$ cat config.mk
export PLATFORM = sky130hd
export DESIGN_NAME = dmem_responder_flat
export DESIGN_NICKNAME = d
export VERILOG_FILES = /design/src/rtl/dmem_responder_if.sv /design/src/rtl/dmem_responder.sv /design/src/flat_wrapper.sv
export SDC_FILE = /design/constraint.sdc
export NUM_CORES = 2
export LEC_CHECK = 0
export CAP_MARGIN = 25
export CORE_ASPECT_RATIO = 0.5
export CORE_MARGIN = 2
export CORE_UTILIZATION = 55
export CTS_CLUSTER_SIZE = 30
export DETAILED_ROUTE_END_ITERATION = 10
export HOLD_SLACK_MARGIN = 0.1
export PLACE_DENSITY = 0.7
export SYNTH_ARGS = -nofsm -noshare
export SYNTH_HDL_FRONTEND = slang
export SYNTH_SLANG_ARGS = --single-unit
$ cat constraint.sdc
create_clock -name CLK -period 4.9 [get_ports CLK]
set_input_delay 0.49 -clock CLK [delete_from_list [all_inputs] [get_ports CLK]]
set_output_delay 0.49 -clock CLK [all_outputs]
set_load 0.005 [all_outputs]
$ cat src/rtl/dmem_responder_if.sv
// Data-memory request/response bundle between the
// control unit (master) and the responder (slave).
interface dmem_responder_if;
  logic        req;
  logic        we;
  logic [31:0] addr;
  logic [31:0] wdata;
  logic [31:0] rdata;
  logic        ready;
  logic        err;
  logic        busy;

  modport master (
    output req, we, addr, wdata,
    input  rdata, ready, err, busy
  );

  modport slave (
    input  req, we, addr, wdata,
    output rdata, ready, err, busy
  );
endinterface

$ cat src/rtl/dmem_responder.sv
// Word data-memory responder: captures one access,
// waits WAIT_CYCLES, commits it and pulses ready.
module dmem_responder #(
  parameter int DEPTH_WORDS = 64,
  parameter int WAIT_CYCLES = 2
) (
  input logic             CLK,
  input logic             reset,
  dmem_responder_if.slave bus
);

  localparam int AW = $clog2(DEPTH_WORDS);

  typedef enum logic [1:0] {
    S_IDLE,
    S_WAIT,
    S_RESP
  } state_t;

  state_t      state_q;
  state_t      state_d;
  logic [3:0]  cnt_q;
  logic        we_q;
  logic [31:0] addr_q;
  logic [31:0] wdata_q;
  logic [31:0] rdata_q;
  logic        err_q;
  logic        commit;
  logic        bad;
  logic [AW-1:0] idx;

  logic [31:0] mem [DEPTH_WORDS];

  assign idx = addr_q[AW+1:2];
  assign bad = (|addr_q[1:0]) | (|addr_q[31:AW+2]);

  assign bus.rdata = rdata_q;
  assign bus.ready = (state_q == S_RESP);
  assign bus.busy  = (state_q != S_IDLE);
  assign bus.err   = err_q;

  // Next state and commit strobe.
  always_comb begin
    state_d = state_q;
    commit  = 1'b0;
    unique case (state_q)
      S_IDLE: if (bus.req) state_d = S_WAIT;
      S_WAIT: begin
        if (cnt_q == 4'd0) begin
          commit  = 1'b1;
          state_d = S_RESP;
        end
      end
      S_RESP: state_d = S_IDLE;
      default: state_d = S_IDLE;
    endcase
  end

  // State register.
  always_ff @(posedge CLK) begin
    if (reset) state_q <= S_IDLE;
    else       state_q <= state_d;
  end

  // Capture, wait countdown, error flag and read data.
  always_ff @(posedge CLK) begin
    if (reset) begin
      cnt_q   <= '0;
      we_q    <= 1'b0;
      addr_q  <= '0;
      wdata_q <= '0;
      rdata_q <= '0;
      err_q   <= 1'b0;
    end else begin
      unique case (state_q)
        S_IDLE: begin
          if (bus.req) begin
            we_q    <= bus.we;
            addr_q  <= bus.addr;
            wdata_q <= bus.wdata;
            cnt_q   <= 4'(WAIT_CYCLES);
          end
        end
        S_WAIT: begin
          if (cnt_q != 4'd0) begin
            cnt_q <= cnt_q - 4'd1;
          end else begin
            err_q <= bad;
            if (!bad && !we_q) rdata_q <= mem[idx];
          end
        end
        S_RESP: err_q <= 1'b0;
        default: err_q <= 1'b0;
      endcase
    end
  end

  // Storage array; a reset edge suppresses the write.
  always_ff @(posedge CLK) begin
    if (!reset && commit && !bad && we_q) begin
      mem[idx] <= wdata_q;
    end
  end

endmodule

$ cat src/flat_wrapper.sv
// flat-port wrapper written by rule: the top's interface ports become plain ports
module dmem_responder_flat 
#(
  parameter int DEPTH_WORDS = 64,
  parameter int WAIT_CYCLES = 2
)
  (CLK, reset, bus_req, bus_we, bus_addr, bus_wdata, bus_rdata, bus_ready, bus_err, bus_busy);
  dmem_responder_if bus_i ();
  input logic CLK;
  input logic reset;
  input wire logic [$bits(bus_i.req)-1:0] bus_req;
  input wire logic [$bits(bus_i.we)-1:0] bus_we;
  input wire logic [$bits(bus_i.addr)-1:0] bus_addr;
  input wire logic [$bits(bus_i.wdata)-1:0] bus_wdata;
  output wire logic [$bits(bus_i.rdata)-1:0] bus_rdata;
  output wire logic [$bits(bus_i.ready)-1:0] bus_ready;
  output wire logic [$bits(bus_i.err)-1:0] bus_err;
  output wire logic [$bits(bus_i.busy)-1:0] bus_busy;
  assign bus_i.req = bus_req;
  assign bus_i.we = bus_we;
  assign bus_i.addr = bus_addr;
  assign bus_i.wdata = bus_wdata;
  assign bus_rdata = bus_i.rdata;
  assign bus_ready = bus_i.ready;
  assign bus_err = bus_i.err;
  assign bus_busy = bus_i.busy;
  dmem_responder #(.DEPTH_WORDS(DEPTH_WORDS), .WAIT_CYCLES(WAIT_CYCLES)) u_core (.CLK(CLK), .reset(reset), .bus(bus_i));
endmodule
Yosys cells after proc, flatten, opt, wreduce, memory -nomap -nowiden:

Memory sizes are Yosys's and may differ from the RTL's. A register that Yosys moved wholly into a read port is not among the register bits.
Cells that the tools add are included.

* bitwise logic cells: 3
* add/subtract/negate cells: 1
* mux-type cells: 12
* reductions and logical operators: 19
* equality and inequality tests: 6

Operator list (number)
* 24-bit OR reduction: 1
* 4-bit two-way mux: 2
* 4-bit one-hot mux with 2 select lines: 1
* 2-bit AND reduction: 3
* 3-bit AND reduction: 2
* 1-bit two-way mux: 5
* 1-bit logical AND: 4
* 4-bit logical NOT: 1
* 2-bit two-way mux: 2
* 2-bit by 1-bit != test with 1-bit output (second input constant): 2
* 2-bit != test (second input constant): 2
* 2-bit one-hot mux with 2 select lines: 1
* 2-bit nonzero test: 2
* 4-bit nonzero test: 1
* 4-bit by 1-bit subtractor with 4-bit output (second input constant): 1
* 1-bit logical NOT: 3
* 2-bit by 1-bit equality test with 1-bit output (second input constant): 1
* 2-bit equality test (second input constant): 1
* 2-bit logical NOT: 1
* 1-bit inverter: 2
* 1-bit one-hot mux with 2 select lines: 1
* 2-bit OR reduction: 1
* 1-bit OR: 1

* bits in registers: 72
* word-level logic and storage cells: 48
* output and inout bits: 35
* bits in writable memories: 2048
* input port bits: 68
* memories kept: 1

Memory list
* u_core.mem: depth 64, bits a word 32, read ports 1, clocked after memory_dff 1, wr ports 1, RTL line dmem_responder.sv:32 `logic [31:0] mem [DEPTH_WORDS];`

Depth between registers and ports, before layout:

* word-level depth: 8
* gate-level depth with buffers: 12
* mapped depth without buffers: 8

Worst setup path after synthesis:

Ideal clock, no wire load.

* path kind: register to register
* start: register u_core.addr_q[4]
* end: memory u_core.mem[13][0], enable pin
* buffers on the path: 7
* data required time: 4.479 ns
* period minus slack after synthesis: 3.541 ns
* arrival time: 3.120 ns
* setup slack: 1.359 ns
* cell stages (with the launch flop): 10
* setup time: 0.421 ns
* cell sequence: dfxtp_1 buf_6 buf_6 buf_6 buf_4 buf_4 buf_2 buf_2 nand3_1 nor2_1

RTL lines
* start, declared: RTL line dmem_responder.sv:24 `logic [31:0] addr_q;`
* start signal, assigned: RTL line dmem_responder.sv:79 `addr_q <= bus.addr;`
* end, declared: RTL line dmem_responder.sv:32

No word-level cell before the write port.

==> key figures <==
Job
  – Maxcap violations: 0

Drt
  – Remaining antenna violation count: 0
  – Via Count: 50,500
  – Post-route DRC violation count: 0
  – Drt pass-1 iters: 9
  – Final wirelength: 274,000 um
  – Vias per inst: 7.21
  – Post-DR wirelength/cell: 39.2 um
  – DR iter-0 viols: 10,600

Setup path
  – Worst Setup Path Type: flip-flop to flip-flop
  – Reg2reg setup slack: 0.57 ns
  – Critical Path RT: 5.57 ns
  – Cell chain of the critical path: buf_12 -> buf_4 -> mux2_2 -> a221o_1 -> a22oi_1 -> o2bb2ai_1 -> a2111oi_2 -> a21oi_1
  – CP max-delay cell: a2111oi_2
  – Critical path buffers and inverters: 2
  – CP delay by family, top: compound AO/OA/AOI/OAI gates
  – Worst-path maximum fanout: 31
  – Crit path launch type: flip-flop
  – Reg2Reg Depth: 8
  – Levels on crit path: 8
  – Worst setup EP type: flip-flop
  – Critical Path AT: 5.00 ns
  – CP peak stage delay: 0.86 ns

Synthesis
  – Synth cell types: 76
  – Syn_area_per_cell: 17.7 um^2
  – Synth area leaders: edfxtp_1 75%, a221oi_1 2.9%, mux4_2 2.7%
  – Asr flop ratio synth: 0%
  – Yosys top cell by area: edfxtp_1
  – Area share of the largest cell type after synthesis: 75.0%
  – FF+latch count, synth: 2,152
  – Mapped Area: 82,000 um^2
  – Mapped Cells: 4,630
  – Synth warn: 0
  – Main flop type after synthesis: edfxtp_1
  – Syn nets: 4,700
  – Sequential fraction of the synthesis area: 77.5%
  – EDFF count, synth: 2,048

CTS
  – Clock root cell: clkbuf_16
  – Clock buffer depth: 3
  – CTS buffer count: 180
  – H-tree Lvls: 4
  – Clk slew on worst S/H paths: 0.07 ns
  – Clk_lat worst skew: 0.83 ns
  – CTS tree: built
  – Clock Sinks: 2,152
  – CTS resizes: 0
  – Post-CTS Hold Buffers: 1
  – Post-CTS setup buffers: 0

Floorplan
  – Core Area: 148,000 um^2
  – Top Ports: 103
  – Starting Density: 55.3%
  – Die height: 277 um
  – Width of the die: 550 um
  – Die area: 152,000 um^2
  – Row Count: 100

Hold path
  – WHS Path Cells: 3
  – Hold WC Path Type: input port to flip-flop

Pwr
  – Int Pwr: 28.8 mW
  – Sequential power share: 54.3%
  – Peak VDD IR: 0.355 mV
  – Combinational share of power: 7.9%
  – Cell area power density: 406 nW/um^2
  – P_leak: 29.6 nW
  – Sw Share: 23.6%
  – Sw Pwr: 8.88 mW
  – Clock Power Share: 37.8%

Timing
  – Final-report max-slew violation count: 0
  – Max Clk Rate: 231 MHz
  – Final cycle utilization of the critical path: 88.4%
  – Max-slew headroom: 14.8%
  – Clock skew: 0.0369 ns
  – RSZ-0062 raised after global routing: false
  – Setup TNS: 0 ns
  – Setup violators final: 0
  – Final Critical Period: 4.33 ns
  – Hold Vio Cnt, Final: 0
  – Least-Margin Pin Slew: 1.26 ns

Global routing
  – First-pass GRT wire length: 374,000 um
  – Gr usage total: 35.6%
  – Initial antenna violation count: 32
  – Global route total overflow: 0
  – Largest net degree at the start of global routing: 78
  – Vias in the first global route: 46,600

Placement
  – DP HPWL: 167,000 um
  – Placed Area: 86,900 um^2
  – GPL Wtd Cong: 1.05
  – I/O Buffers: 102

Outcome
  – Outcome: finished, final reports clean

Finish
  – Area grow syn2layout: 13.0%
  – Nets: 4,917
  – Share of cells above drive strength 1: 18.4%
  – Fillers: 10,200
  – Multi-input logic area: 17,400 um^2
  – Design area: 92,700 um^2
  – Sequential cell area: 63,600 um^2
## cell type report
| type | instances | share of cell area (%) |
|---|---|---|
| flip-flops and latches | 2152 | 68.6 |
| multi-input cells | 2127 | 18.7 |
| clock buffers | 242 | 5.35 |
| repair buffers | 379 | 3.70 |
| well taps | 1989 | 2.68 |
| clock inverters | 88 | 0.817 |
| inverters | 7 | 0.0391 |
| diodes | 14 | 0.0378 |
## power groups by stage
| stage | combinational [mW] | clock (mW) | sequential [mW] |
|---|---|---|---|
| 2_1_floorplan | 1.31 | 0 | 20.8 |
| 3_3_place_gp | 2.74 | 0 | 20.8 |
| 3_5_place_dp | 2.80 | 0 | 20.8 |
| 4_1_cts | 2.81 | 14.3 | 20.4 |
| 5_1_grt | 2.98 | 14.9 | 20.4 |
| 6_report | 2.97 | 14.3 | 20.4 |
## per-stage QoR
stage / setup WS, ns / hold slack [ns] / util (%) / std cells / power [mW]
3_3_place_gp: -0.145 / 0.424 / 58.4 / 6639 / 23.6
5_1_grt: 0.693 / 0.215 / 62.5 / 6986 / 38.3
2_1_floorplan: 1.36 / 0.436 / - / 4630 / 22.1
3_5_place_dp: 0.897 / 0.430 / 58.6 / 6649 / 23.6
6_report: 0.568 / 0.223 / 62.5 / 6998 / 37.6
4_1_cts: 0.887 / 0.185 / 62.4 / 6980 / 37.5
## flip-flops by register name, summed over array words and instances (netlist names)
| name | flops |
|---|---|
| u_core.bus.err | 1 |
| u_core.cnt_q | 4 |
| u_core.wdata_q | 32 |
| u_core.bus.rdata | 32 |
| u_core.state_q | 2 |
| u_core.we_q | 1 |
| u_core.mem | 2048 |
| u_core.addr_q | 32 |
## cell usage in the layout (no fill, tap or decap), drive strengths merged, types with 14 or more instances in the layout
| cell type | Yosys | layout |
|---|---|---|
| edfxtp | 2048 | 2048 |
| a221oi | 277 | 277 |
| buf | 209 | 275 |
| clkbuf | 135 | 244 |
| a22oi | 217 | 217 |
| nand2 | 207 | 207 |
| nor2 | 185 | 185 |
| mux2i | 184 | 184 |
| a21oi | 174 | 174 |
| mux2 | 157 | 157 |
| o21ai | 110 | 110 |
| o22ai | 105 | 105 |
| dfxtp | 104 | 104 |
| clkdlybuf4s50 | 0 | 101 |
| mux4 | 100 | 100 |
| clkinv | 0 | 66 |
| a22o | 54 | 54 |
| a221o | 41 | 41 |
| a31oi | 32 | 32 |
| nor3 | 28 | 28 |
| o22a | 24 | 24 |
| nand3 | 23 | 23 |
| a211oi | 18 | 18 |
| nor4 | 16 | 16 |
| o221ai | 15 | 15 |
| diode | 0 | 14 |
| inv | 7 | 14 |
## worst paths after layout
path                startpoint                    to
min reg2reg  u_core.wdata_q[3]     u_core.mem[40][3]
max reg2reg   u_core.addr_q[4]  u_core.bus.rdata[29]
min               bus_wdata[9]     u_core.wdata_q[9]
max           u_core.addr_q[4]  u_core.bus.rdata[29]
## layer usage
layer / GRT usage (%) / part of all wire [%]
met5: 0.438 / 0.076
met4: 15.5 / 5.1
met1: 48.4 / 35
met2: 49.3 / 42
met3: 16.3 / 18
## worst reg2reg max path, cell delays in order (launching register included)
cell	delay [ns]
dfxtp_4	0.81
buf_12	0.33
buf_4	0.37
mux2_2	0.40
a221o_1	0.33
a22oi_1	0.75
o2bb2ai_1	0.18
a2111oi_2	0.86
a21oi_1	0.15
## Yosys cell counts (6+ instances only)
library cell / n
mux2_2: 154
nor4_1: 15
buf_4: 35
edfxtp_1: 2048
o31a_1: 6
o221ai_1: 15
nor2b_1: 10
a222oi_1: 12
buf_1: 37
clkbuf_1: 134
a211oi_1: 18
o32ai_1: 9
mux4_2: 100
a221o_1: 41
nand2_1: 207
and3_1: 7
mux2i_1: 184
dfxtp_1: 104
a22oi_1: 217
nor3_1: 27
o22ai_1: 105
o211ai_1: 10
a221oi_1: 275
a22o_1: 54
o22a_1: 24
buf_6: 11
a31oi_1: 32
a2111oi_0: 6
nand3_1: 23
a21oi_1: 174
buf_2: 126
nor2_1: 184
o21ai_0: 109
o2bb2ai_1: 12
## logic make-up after synthesis
family,synth area share (%)
buffers and inverters,2.06
DFF,77.5
AOI/OAI and AO/OA,10.4
and+or+nand+nor,2.78
adders and majority gates,0.0305
muxes,7.16
xor gates and xnor gates,0.0214
Power figures use the tool's default switching activity.
